`src/rtl/dsp_pkg.sv`:
```
// dsp_pkg: shared definitions for the DSP core and its frame sequencer.
//   seq_state_t       - sequencer FSM state encoding (IDLE/RUN/DRAIN)
//   INSTR_ADDR_WIDTH  - instruction memory address width
//   SAMPLE_ADDR_WIDTH - sample memory address width
//   PIPE_DEPTH        - dsp_core issue-to-writeback latency in cycles
package dsp_pkg;

  localparam int INSTR_ADDR_WIDTH  = 10;
  localparam int SAMPLE_ADDR_WIDTH = 10;
  localparam int PIPE_DEPTH        = 4;

  typedef enum logic [1:0] {
    IDLE  = 2'd0,
    RUN   = 2'd1,
    DRAIN = 2'd2
  } seq_state_t;

endpackage

```
`src/rtl/dsp_sequencer.sv`:
```
// dsp_sequencer: once per sample_tick, sweeps the instruction address over
// the active program, drains the core pipeline, then rotates the sample
// buffer offset, flips the I/O bank and counts the frame.
//   clk, reset_n             - clock, async active-low reset
//   sample_tick              - start-of-sample-period strobe
//   cfg_len_wr, cfg_prog_len - pending program length write (clamped)
//   overrun_clr              - clears sticky overrun (a new overrun wins)
//   instr_rd_addr/instr_valid - PC and issue-slot valid
//   sample_offset, io_bank   - per-frame buffer rotation / bank select
//   busy, frame_done, overrun, frame_count - frame status
module dsp_sequencer #(
  parameter int INSTR_ADDR_WIDTH  = dsp_pkg::INSTR_ADDR_WIDTH,
  parameter int SAMPLE_ADDR_WIDTH = dsp_pkg::SAMPLE_ADDR_WIDTH,
  parameter int PIPE_DEPTH        = dsp_pkg::PIPE_DEPTH,
  parameter int DEFAULT_PROG_LEN  = 0
) (
  input  logic                         clk,
  input  logic                         reset_n,
  input  logic                         sample_tick,
  input  logic                         cfg_len_wr,
  input  logic [INSTR_ADDR_WIDTH:0]    cfg_prog_len,
  input  logic                         overrun_clr,
  output logic [INSTR_ADDR_WIDTH-1:0]  instr_rd_addr,
  output logic                         instr_valid,
  output logic [SAMPLE_ADDR_WIDTH-1:0] sample_offset,
  output logic                         io_bank,
  output logic                         busy,
  output logic                         frame_done,
  output logic                         overrun,
  output logic [15:0]                  frame_count
);
  import dsp_pkg::*;

  localparam int LW = INSTR_ADDR_WIDTH + 1;
  localparam int DW = (PIPE_DEPTH > 1) ? $clog2(PIPE_DEPTH) : 1;
  localparam logic [LW-1:0] MAX_LEN = LW'(2 ** INSTR_ADDR_WIDTH);
  localparam logic [LW-1:0] DEF_LEN =
    (DEFAULT_PROG_LEN > 2 ** INSTR_ADDR_WIDTH) ? MAX_LEN : LW'(DEFAULT_PROG_LEN);
  localparam logic [DW-1:0] DRAIN_LAST = DW'(PIPE_DEPTH - 1);

  seq_state_t    state;
  logic [LW-1:0] len_pend;
  logic [LW-1:0] len_act;
  logic [DW-1:0] drain_cnt;

  function automatic logic [LW-1:0] clamp_len(input logic [LW-1:0] v);
    return (v > MAX_LEN) ? MAX_LEN : v;
  endfunction

  always_ff @(posedge clk or negedge reset_n) begin
    if (!reset_n) begin
      state         <= IDLE;
      len_pend      <= DEF_LEN;
      len_act       <= '0;
      drain_cnt     <= '0;
      instr_rd_addr <= '0;
      instr_valid   <= 1'b0;
      sample_offset <= '0;
      io_bank       <= 1'b0;
      busy          <= 1'b0;
      frame_done    <= 1'b0;
      overrun       <= 1'b0;
      frame_count   <= '0;
    end else begin
      frame_done <= 1'b0;

      // The tick that starts a frame reads the old pending length.
      if (cfg_len_wr) len_pend <= clamp_len(cfg_prog_len);

      // Ticks outside IDLE are dropped; set has priority over clear.
      if (sample_tick && state != IDLE) overrun <= 1'b1;
      else if (overrun_clr)             overrun <= 1'b0;

      case (state)
        IDLE: begin
          if (sample_tick) begin
            len_act   <= len_pend;
            busy      <= 1'b1;
            drain_cnt <= '0;
            if (len_pend != '0) begin
              state         <= RUN;
              instr_rd_addr <= '0;
              instr_valid   <= 1'b1;
            end else begin
              state <= DRAIN;
            end
          end
        end
        RUN: begin
          // PC stays on the last issued address through DRAIN.
          if ({1'b0, instr_rd_addr} == len_act - LW'(1)) begin
            state       <= DRAIN;
            instr_valid <= 1'b0;
            drain_cnt   <= '0;
          end else begin
            instr_rd_addr <= instr_rd_addr + INSTR_ADDR_WIDTH'(1);
          end
        end
        DRAIN: begin
          if (drain_cnt == DRAIN_LAST) begin
            state         <= IDLE;
            busy          <= 1'b0;
            frame_done    <= 1'b1;
            sample_offset <= sample_offset - SAMPLE_ADDR_WIDTH'(1);
            io_bank       <= ~io_bank;
            frame_count   <= frame_count + 16'd1;
          end else begin
            drain_cnt <= drain_cnt + DW'(1);
          end
        end
        default: state <= IDLE;
      endcase
    end
  end

endmodule
```
`config.mk`:
```
export PLATFORM = sky130hd
export DESIGN_NAME = dsp_sequencer
export DESIGN_NICKNAME = d
export VERILOG_FILES = /design/src/rtl/dsp_pkg.sv /design/src/rtl/dsp_sequencer.sv
export SDC_FILE = /design/constraint.sdc
export NUM_CORES = 1
export LEC_CHECK = 0
export CORE_MARGIN = 5
export CORE_UTILIZATION = 25
export DETAILED_ROUTE_END_ITERATION = 8
export GPL_TIMING_DRIVEN = 0
export PLACE_DENSITY_LB_ADDON = 0.1
export SYNTH_ARGS = -nofsm -noshare
export SYNTH_HDL_FRONTEND = slang
export SYNTH_SLANG_ARGS = --single-unit
```
`constraint.sdc`:
```
create_clock -name clk -period 2.33 [get_ports clk]
set_clock_uncertainty 0.2 [all_clocks]
set_input_delay 0.466 -clock clk [delete_from_list [all_inputs] [get_ports clk]]
set_output_delay 0.466 -clock clk [all_outputs]
set_load 0.05 [all_outputs]
```
# Word-level counts from Yosys, hierarchy flattened
# Cells that the tools add are included.
# word_totals
ff_bits	67
latchBits	0
ramBits	0
romBits	0
input_bits	16
out_inout_bits	41
word_cells	69
mem_count	0
# classes
addsub	5
mul	0
div_mod_pow	0
magnitude_cmp	1
eq_ne	10
shifts	0
n_mux	25
n_bitwise	1
reduce_logical	15
# op_table
op	n
2-to-1 mux 10 bit	3
case mux 10 bit (2 select lines)	1
adder 16 x 1 -> 16 bit (second input constant)	1
2-to-1 mux 2 bit	7
inequality test 2 bit (second input constant)	6
case mux 2 bit (3 select lines)	2
AND reduction 4 bit	3
== test 10 x 11 -> 1 bit	1
greater-than comparator 11 bit (second input constant)	1
2-to-1 mux 11 bit	1
nonzero test 11 bit	1
subtractor 11 x 1 -> 11 bit (second input constant)	1
adder 10 x 1 -> 10 bit (second input constant)	1
subtractor 10 x 1 -> 10 bit (second input constant)	1
2-to-1 mux 1 bit	9
nonzero test 2 bit	4
AND reduction 3 bit	2
== test 2 bit (second input constant)	2
case mux 1 bit (2 select lines)	2
AND reduction 2 bit	2
nonzero test 3 bit	1
adder 2 x 1 -> 2 bit (second input constant)	1
== test 2 x 1 -> 1 bit (second input constant)	1
logical NOT 2 bit	1
2 further kinds	2

# Depth between registers and ports, before layout
# Gate-level depths: netlist of run 1.
# depth
word_depth	4
ltp_mapped	10
mapped_depth_nobuf	9

# Worst setup path after synthesis of run 1
# No wires, ideal clock.
# synth_timing
path_type	register to register
startpoint	reg instr_rd_addr[2]
endpoint	reg instr_valid
setup_time_ns	0.119
arrival_ns	2.206
t_required_ns	2.011
slack_ns	-0.195
path_stages_with_launch	10
n_path_buf	2
cell_sequence	dfrtp_1 -> clkbuf_1 -> nand3b_1 -> nand3_1 -> o21ai_0 -> a2111oi_0 -> and2_4 -> buf_8 -> nand2_2 -> a21bo_1
# synth_between
elab_chain_len	3
# synth_lines
item	line_no	text
from (decl)	dsp_sequencer.sv:23	output logic [INSTR_ADDR_WIDTH-1:0] instr_rd_addr,
from (signal assigned)	dsp_sequencer.sv:96	instr_rd_addr <= instr_rd_addr + INSTR_ADDR_WIDTH'(1);
== test 10 x 11 -> 1 bit	dsp_sequencer.sv:91	if ({1'b0, instr_rd_addr} == len_act - LW'(1)) begin
inequality test 2 bit (no source line)	--	
AND reduction 4 bit (no source line)	--	
to (signal assigned)	dsp_sequencer.sv:57	instr_valid <= 1'b0;
to (signal assigned)	dsp_sequencer.sv:83	instr_valid <= 1'b1;
to (signal assigned)	dsp_sequencer.sv:93	instr_valid <= 1'b0;
to (decl)	dsp_sequencer.sv:24	output logic instr_valid,
# Every way passes these cells.
# A chain may end at the register's enable or synchronous reset.

# Final worst setup path of run 1
# layout_timing
startpoint	reg len_act[1]
endpoint	reg drain_cnt[1]
# layout_between
elab_chain_len	4
# layout_lines
item	line_no	text
from (decl)	dsp_sequencer.sv:43	logic [LW-1:0] len_act;
from (signal assigned)	dsp_sequencer.sv:77	len_act <= len_pend;
subtractor 11 x 1 -> 11 bit	dsp_sequencer.sv:91	
== test 10 x 11 -> 1 bit	dsp_sequencer.sv:91	
inequality test 2 bit (no source line)	--	
AND reduction 4 bit (no source line)	--	
to (signal assigned)	dsp_sequencer.sv:108	drain_cnt <= drain_cnt + DW'(1);
to (decl)	dsp_sequencer.sv:44	logic [DW-1:0] drain_cnt;
# Every way passes these cells.

==> reports/results.env, run 1 <==
SYN-INSTANCE-COUNT=327
LEAKAGE_nW=2.08
FINAL-SETUP-VIOL-COUNT=15
CRITICAL-PATH-TOP-DELAY-FAMILY='simple AND/OR/NAND/NOR gates'
YS_WARN_COUNT=0
DPL.HPWL_MM=5.82
ASYNC_RESET_FF_SHARE_PCT=100
CLOCK-SINKS=67
FINAL_NET_COUNT=433
CTSROOTBUFFERMASTER='sky130_fd_sc_hd__clkbuf_16'
DR.FIRST_ITER.DRC_COUNT=132
DRC=0
TIMING.CRITICAL_PATH.ARRIVAL_NS=2.64
POWER.SEQUENTIAL.FRACTION_PCT=32.9
TIMING_HOLD_VIOLATIONS_FINAL=0
TOTAL_SWITCHING_POWER_mW=1.87
TOTALPOWERFINAL_mW=4.89
SYN_AVG_CELL_AREA_UM2=10.3
POST_SYNTH_TOP_AREA_SHARE_PCT=49.9
CLK_PATH_BUF_DEPTH=2
MIN_PERIOD_OVER_PERIOD_PCT=112
GLOBALROUTE.TOTALOVERFLOW=0
WORSTPATHREQUIRED_NS=2.36
CORE_AREA_MM2=0.0132
RELSLEWSLACK_PCT=61.6
GLOBAL_ROUTE.USAGE.TOTAL_PCT=11.0
DIE-WIDTH_UM=126
GRT_FIRST_PASS_WIRELENGTH_MM=13.8
DESIGN.DIE.AREA_MM2=0.0159
SYNTH-MAIN-FF-CELL='sky130_fd_sc_hd__dfrtp_1'
SYN-CELL-AREA_MM2=0.00336
MAX_CAP_VIOL_COUNT=0
VIASPERCELL=4.42
PORT_BUFFERS=56
CHIPHEIGHT_UM=126
MULTI_INPUT_COMB_AREA_MM2=0.00172
DR_TOTAL_VIAS=2620
MAXSLEWVIOLCOUNT=0
YOSYSUNIQUECELLTYPES=49
WHS_NS=0.265
P_INT_mW=3.02
TYPE_OF_THE_WORST_SETUP_PATH='reg2reg'
FMAX_GHz=0.382
ANTENNA_CELLS=0
POST_SYNTHESIS_COMPOUND_GATE_AREA_FRACTION_PCT=7.63
POST_SYNTH_MUX_AREA_SHARE_PCT=5.70
SYNTH.TOP_CELLS.BY_AREA='sky130_fd_sc_hd__dfrtp_1 (50%), sky130_fd_sc_hd__xnor2_1 (5.5%), sky130_fd_sc_hd__nand2_1 (4.4%)'
POSTLAYOUTCOREUTIL_PCT=36.2
VIOLATIONS_IN_THE_FINAL_REPORTS='negative setup slack'
SYNTH_ENABLE_FLOP_CELLS=0
UNREPAIRED_SETUP_ENDPOINTS_AFTER_GLOBAL_ROUTING='yes'
CLKTRANSATPATHREGS_NS=0.06
LAYOUT-DRIVE-GT1-SHARE_PCT=19.2
FILL_CELLS=1336
FINAL_PERIOD_DEMAND_OF_THE_WORST_PATH_NS=2.62
EFFECTIVE_UTILIZATION_AT_FLOORPLAN_PCT=25.5
PWR_DENSITY_CELL_mW_PER_MM2=1020
YOSYS.AREA.TOP_TYPE='sky130_fd_sc_hd__dfrtp_1'
YOSYS_REGISTER_BITS=67
HOLD_PATH_CLASS='reg2reg'
NUMCTSBUFFERS=9
VDD.IR_DROP.WORST_uV=310
CRITPATHMAXFANOUT=5
CTS_TREE='built'
SYNTH.MOST_COMMON_CELL='sky130_fd_sc_hd__dfrtp_1'
LATER_PIN_CLOCK_LATENCY_IN_THE_SKEW_REPORT_NS=0.34
RESULT_OF_THE_RUN='finished, violations left'
SWSHARE_PCT=38.3
SYNTHADDERAREAFRAC_PCT=1.86
IOPINCOUNT=57
POST_SYNTH_XOR_AREA_FRACTION_PCT=9.38
POSTROUTEWIRELENGTH_MM=8.39
WORSTPATHCELLLIST='or4_4 -> or4_4 -> a21oi_4 -> a2bb2oi_4 -> and2_4 -> buf_8 -> a21oi_1 -> a21o_1'
HTREE_NUM_LEVELS=3
P_COMB_SHARE_PCT=41.4
ANTENNA_FOUND_INITIAL=0
GLOBALPLACE.CONGESTION=0.694
CRITICAL_PATH.ENDPOINT_TYPE='flop'
MAPPED_NETS=348
WORSTMARGINPINSLEW_NS=0.575
CRITICAL_PATH_S_SLOWEST_CELL='sky130_fd_sc_hd__or4_4'
SYNTH_SIMPLE_GATE_AREA_SHARE_PCT=21.3
DRT_PASS1_ITERATIONS=4
SEQ_AREA_MM2=0.00168
SYNTH_SEQUENTIAL_AREA_RATIO_PCT=49.9
POSTROUTEANTENNANETS=0
CRIT_PATH_LAUNCH_TYPE='flop'
AVG_WL_PER_CELL_UM=14.1
WORST_PATH_LARGEST_CELL_DELAY_NS=0.56
PATH_COMMON_CELL='sky130_fd_sc_hd__or4_4'
LARGEST_FAMILY_OF_LOGIC_CELLS_BY_SYNTHESIZED_AREA='simple AND/OR/NAND/NOR gates'
FIRST_GLOBAL_VIAS=2652
GRT_MAX_DEGREE=55
YS_TOP_CELLS_BY_COUNT='sky130_fd_sc_hd__dfrtp_1 (67), sky130_fd_sc_hd__nand2_1 (39), sky130_fd_sc_hd__xnor2_1 (21), sky130_fd_sc_hd__inv_1 (19), sky130_fd_sc_hd__o21ai_0 (19)'
SYNTHTOLAYOUTAREAGROWTH_PCT=42.2
TIMING.CRITICAL_PATH.BUF_INV=1
CLOCK_POWER_SHARE_PCT=25.6
FLOORPLAN.ROWS=42
LAYOUT_SETUP_WS_NS=-0.287
sequential cells by signal, indices dropped and copies added, names as in the netlist:
name,flops
len_pend,11
state,2
frame_count,16
drain_cnt,2
overrun,1
sample_offset,10
instr_rd_addr,10
frame_done,1
busy,1
io_bank,1
len_act,11
instr_valid,1
final timing paths:
path                                        from  slack (ns)          endpoint  depth (start not counted)
worst max-delay path                  len_act[1]       -0.29      drain_cnt[1]                          8
worst max register to register        len_act[1]       -0.29      drain_cnt[1]                          8
max in group asynchronous                reset_n        1.05        len_act[3]                          3
worst min register to register  sample_offset[9]        0.27  sample_offset[9]                          1
min in group asynchronous                reset_n        0.33        len_act[8]                          2
worst min-delay path            sample_offset[9]        0.27  sample_offset[9]                          1
logic make-up (layout without fill, tap and decap cells):
group,after synthesis,after routing
buffers and inverters,33,123
adder cells (fa/ha/maj),5,5
flip-flops,67,67
XOR/XNOR,36,36
multiplexers,18,18
AO/OA/AOI/OAI,39,39
AND/OR/NAND/NOR,129,129
metal layers:
layer | global-route usage (%) | part of all wire (%)
met5 | 0 | 0
met4 | 6.44 | 2.6
met3 | 2.58 | 3.6
met2 | 15.9 | 45
met1 | 14.9 | 49
timing repair:
action                     CTS  global route
pin swaps                    9            12
cloned                       1             0
hold endpoints to repair    13             0
hold buffers                 1             0
buffers inserted             8             9
setup endpoints to repair   44            27
gates resized for setup     27            20
layout by cell type (no fill, tap or decap), types with 4 or more instances in the layout:
cell type,count
sky130_fd_sc_hd__nand3b_1,10
sky130_fd_sc_hd__dlygate4sd2_1,5
sky130_fd_sc_hd__o21ai_0,17
sky130_fd_sc_hd__inv_1,17
sky130_fd_sc_hd__xnor2_1,21
sky130_fd_sc_hd__nor3_1,5
sky130_fd_sc_hd__dfrtp_1,65
sky130_fd_sc_hd__xor2_1,15
sky130_fd_sc_hd__nand3_1,10
sky130_fd_sc_hd__and3_1,4
sky130_fd_sc_hd__nor4_1,5
sky130_fd_sc_hd__ha_1,4
sky130_fd_sc_hd__mux2i_1,9
sky130_fd_sc_hd__buf_4,17
sky130_fd_sc_hd__clkbuf_1,11
sky130_fd_sc_hd__clkbuf_16,9
sky130_fd_sc_hd__nand2b_1,7
sky130_fd_sc_hd__nand2_1,38
sky130_fd_sc_hd__clkdlybuf4s50_1,48
sky130_fd_sc_hd__nand4_1,8
sky130_fd_sc_hd__mux2_2,9
sky130_fd_sc_hd__nor2_1,11
final cells by class:
type / count / share of cell area, %
plain buffers: 11 / 1.13
clock buffers: 12 / 5.16
clock inverters: 4 / 0.550
inverters: 20 / 1.62
multi-input cells: 227 / 36.0
flip-flops and latches: 67 / 35.1
well taps: 176 / 4.61
repair buffers: 76 / 15.8
stage by stage:
stage	instance area, µm²	TNS, ns	setup WS (ns)	std cells
floorplan	3370	-1.37	-0.163	327
global placement	4150	-149.58	-2.29	559
detailed placement	4170	-14.50	-0.727	560
CTS	4630	-3.92	-0.327	585
global route	4780	-5.19	-0.396	593
finish	4780	-3.41	-0.287	593
power by group through the flow:
stage / logic [mW] / clock network (mW) / registers [mW]
floorplan: 0.906 / 0 / 1.81
global placement: 1.58 / 0 / 1.62
detailed placement: 1.60 / 0 / 1.62
CTS: 1.81 / 1.31 / 1.59
global route: 2.20 / 1.36 / 1.65
finish: 2.03 / 1.25 / 1.61
No activity file was read; power rests on OpenSTA's default activity.
==> run 2: changes to the inputs <==
--- a/config.mk
+++ b/config.mk
@@ -5,6 +5,7 @@
 export SDC_FILE = /design/constraint.sdc
 export NUM_CORES = 1
 export LEC_CHECK = 0
+export ABC_CLOCK_PERIOD_IN_PS = 2330
 export CORE_MARGIN = 5
 export CORE_UTILIZATION = 25
 export DETAILED_ROUTE_END_ITERATION = 8
==> results of run 2 <==
No change in the layout: final DEF, timing and power equal those of run 1.
==> run 3: changes to the inputs <==
--- a/config.mk
+++ b/config.mk
@@ -5,11 +5,12 @@
 export SDC_FILE = /design/constraint.sdc
 export NUM_CORES = 1
 export LEC_CHECK = 0
-export ABC_CLOCK_PERIOD_IN_PS = 2330
+export ABC_CLOCK_PERIOD_IN_PS = 3000
 export CORE_MARGIN = 5
 export CORE_UTILIZATION = 25
 export DETAILED_ROUTE_END_ITERATION = 8
 export GPL_TIMING_DRIVEN = 0
+export MAX_ROUTING_LAYER = met4
 export PLACE_DENSITY_LB_ADDON = 0.1
 export SYNTH_ARGS = -nofsm -noshare
 export SYNTH_HDL_FRONTEND = slang
==> constraint.sdc (replaced) <==
create_clock -name clk -period 3 [get_ports clk]
set_clock_uncertainty 0.2 [all_clocks]
set_input_delay 0.6 -clock clk [delete_from_list [all_inputs] [get_ports clk]]
set_output_delay 0.6 -clock clk [all_outputs]
set_load 0.05 [all_outputs]
==> run 3 against run 2 <==
Against the previous run: critical endpoint is now instr_valid; setup slack better by 0.43 ns; sequential power down 24%; critical path depth rose by 2; via count is 1.1% lower; highest routed layer unchanged; cell count fell by 2.7%; non-clock buffer count is 16 lower; the flow now finishes without violations; worst hold slack better by 0.00052 ns; sequential share of layout area up 2.1 points; critical path type unchanged.
==> reports/results.env, run 3 (synthesized netlist as in run 1, its figures left out) <==
ANTENNA_CELLS=0  # unchanged
REG.LARGEST.LIST='frame_count x16, len_act x11, len_pend x11'
ANTENNA_FOUND_INITIAL=0  # unchanged
POSTPLACECELLAREA_MM2=0.00417  # -0.15%
NUMCTSBUFFERS=9  # unchanged
FINALINSTANCEAREA_MM2=0.00450  # -5.9%
DPL.HPWL_MM=5.93  # +2.0%
MOSTFREQUENTLAYOUTCELL='sky130_fd_sc_hd__dfrtp_1'
MIN_PERIOD_OVER_PERIOD_PCT=95.3  # -17 points
RESULT_OF_THE_RUN='completed'
HTREE_NUM_LEVELS=3  # unchanged
DRT_PASS1_ITERATIONS=4  # unchanged
PORT_BUFFERS=56  # unchanged
MULTI_INPUT_COMB_AREA_MM2=0.00154  # -10%
CLKTRANSATPATHREGS_NS=0.06  # about the same
FILL_CELLS=1311  # -1.9%
POST-CTS-SETUP-BUFFERS=0  # -8
CLOCK-SINKS=67  # unchanged
TIMING.CRITICAL_PATH.ARRIVAL_NS=2.88  # +0.24 ns
HOLD_PATH_CLASS='reg2reg'
CORE_AREA_MM2=0.0132  # unchanged
EFFECTIVE_UTILIZATION_AT_FLOORPLAN_PCT=25.5  # unchanged
GRT_FIRST_PASS_WIRELENGTH_MM=13.8  # -0.20%
DRC=0  # unchanged
CRIT_PATH_LAUNCH_TYPE='flop'
DR.FIRST_ITER.DRC_COUNT=104  # -21%
CLK_PATH_BUF_DEPTH=2  # unchanged
DR_TOTAL_VIAS=2592  # -1.1%
AVG_WL_PER_CELL_UM=14.1  # about the same
GRT_MAX_DEGREE=47  # -15%
FLOORPLAN.ROWS=42  # unchanged
CTS_TREE='built'
FINAL_PERIOD_DEMAND_OF_THE_WORST_PATH_NS=2.86  # +0.242 ns
WORSTMARGINPINSLEW_NS=1.07  # +0.491 ns
AGGREGATE_NEGATIVE_SETUP_SLACK_NS=0  # +3.41 ns
TIMING_HOLD_VIOLATIONS_FINAL=0  # unchanged
SYNTHTOLAYOUTAREAGROWTH_PCT=33.8
LEAKAGE_nW=1.92  # -7.9%
GLOBALROUTE.TOTALOVERFLOW=0  # unchanged
FIRST_GLOBAL_VIAS=2759  # +4.0%
LAYOUT_COMMON_CELLS='sky130_fd_sc_hd__dfrtp_1 (67), sky130_fd_sc_hd__clkdlybuf4s50_1 (55), sky130_fd_sc_hd__nand2_1 (39)'
VDD.IR_DROP.WORST_uV=247  # -20%
VIASPERCELL=4.49  # +1.7%
RR_STARTPOINT='len_act[0]'
CRITPATHMAXFANOUT=10  # +5
PWR_DENSITY_CELL_mW_PER_MM2=801  # -22%
FINAL_NET_COUNT=417  # -3.7%
IOPINCOUNT=57  # unchanged
DESIGN.DIE.AREA_MM2=0.0159  # unchanged
WHS_NS=0.266  # +0.000524 ns
CRITICAL_PATH_S_SLOWEST_CELL='sky130_fd_sc_hd__a2111oi_1'
LARGEST_REG_FLOPS=16  # unchanged
SETUP.WORST_PATH.START='len_act[0]'
GLOBALPLACE.CONGESTION=0.720  # +3.7%
POSTROUTEANTENNANETS=0  # unchanged
FMAX_GHz=0.350  # -8.5%
WORSTPATHREQUIRED_NS=3.02  # +0.66 ns
LARGEST_REGISTER='frame_count'
LATER_PIN_CLOCK_LATENCY_IN_THE_SKEW_REPORT_NS=0.33  # about the same
CHIPHEIGHT_UM=126  # unchanged
WORSTPATHCELLLIST='inv_1 -> ha_1 -> nor3b_2 -> and4_1 -> o2111ai_1 -> a2111oi_1 -> and2_4 -> buf_8 -> nand2_2 -> a21bo_1'
WORST_PATH_LARGEST_CELL_DELAY_NS=0.44  # -0.12 ns
HOLD_PATH_STARTPOINT='frame_count[15]'
LAYOUT-DRIVE-GT1-SHARE_PCT=9.98  # -9.2 points
POSTROUTEWIRELENGTH_MM=8.16  # -2.7%
GLOBAL_ROUTE.USAGE.TOTAL_PCT=11.2  # +0.18 points
POSTLAYOUTCOREUTIL_PCT=34.1  # -2.1 points
SEQ_AREA_MM2=0.00168  # -0.15%
TYPE_OF_THE_WORST_SETUP_PATH='reg2reg'
TOTALPOWERFINAL_mW=3.60  # -26%
RELSLEWSLACK_PCT=28.8  # -33 points
CRITICAL_PATH.ENDPOINT_TYPE='flop'
MAXSLEWVIOLCOUNT=0  # unchanged
DIE-WIDTH_UM=126  # unchanged
MAX_CAP_VIOL_COUNT=0  # unchanged
FINAL-SETUP-VIOL-COUNT=0  # -15
CTSROOTBUFFERMASTER='sky130_fd_sc_hd__clkbuf_16'
run 3: repair_timing:
item | in CTS | in global routing
hold endpoints to repair | 21 | 0
resized for setup | 0 | 1
hold buffers | 1 | 0
endpoints found under the setup margin | 0 | 11
run 3: power breakdown:
| part | switching (mW) | leakage (nW) | total, mW | internal, mW |
|---|---|---|---|---|
| logic | 0.721 | 0.874 | 1.23 | 0.506 |
| clock network | 0.394 | 0.157 | 1.14 | 0.751 |
| registers | 0.172 | 0.889 | 1.23 | 1.06 |
| total | 1.29 | 1.92 | 3.60 | 2.31 |
run 3: worst max-delay path, delay by kind of cell, from the launching register on:
family,cells,cell delay [ns]
AOI/OAI and AO/OA,3,0.75
adders and majority gates,1,0.18
DFF,1,0.42
buffers and inverters,2,0.23
and+or+nand+nor,4,0.97
run 3: metrics by stage:
| stage | std cells | setup WS (ns) |
|---|---|---|
| finish | 577 | 0.141 |
| CTS | 577 | 0.0813 |
| detailed placement | 560 | -0.237 |
| floorplan | 327 | 0.475 |
| global route | 577 | -0.0107 |
| global placement | 559 | -1.53 |
run 3: path summary, 6_finish.rpt:
path / endpoint / slack [ns] / cells after the start
min in group asynchronous: len_act[9] / 0.52 / 2
worst min register to register: frame_count[15] / 0.27 / 1
worst min-delay path: frame_count[15] / 0.27 / 1
worst max register to register: instr_valid / 0.14 / 10
worst max-delay path: instr_valid / 0.14 / 10
max in group asynchronous: frame_count[15] / 1.52 / 3
run 3: cell type report:
type	count	area share (%)
plain buffers	13	1.50
clock buffers	12	5.48
clock inverters	4	1.64
inverters	20	1.67
multi-input cells	227	34.3
flip-flops and latches	67	37.3
well taps	176	4.90
repair buffers	58	13.2
run 3: layer usage:
| layer | share of wire [%] | routed length (µm) | vias up | GRT usage (%) |
|---|---|---|---|---|
| met5 | 0 | 0 | - | - |
| met4 | 2.0 | 161 | 0 | 5.30 |
| met3 | 2.8 | 229 | 13 | 2.29 |
| met2 | 46 | 3770 | 42 | 16.6 |
| met1 | 49 | 4000 | 1252 | 14.6 |
| li1 | - | - | 1285 | - |
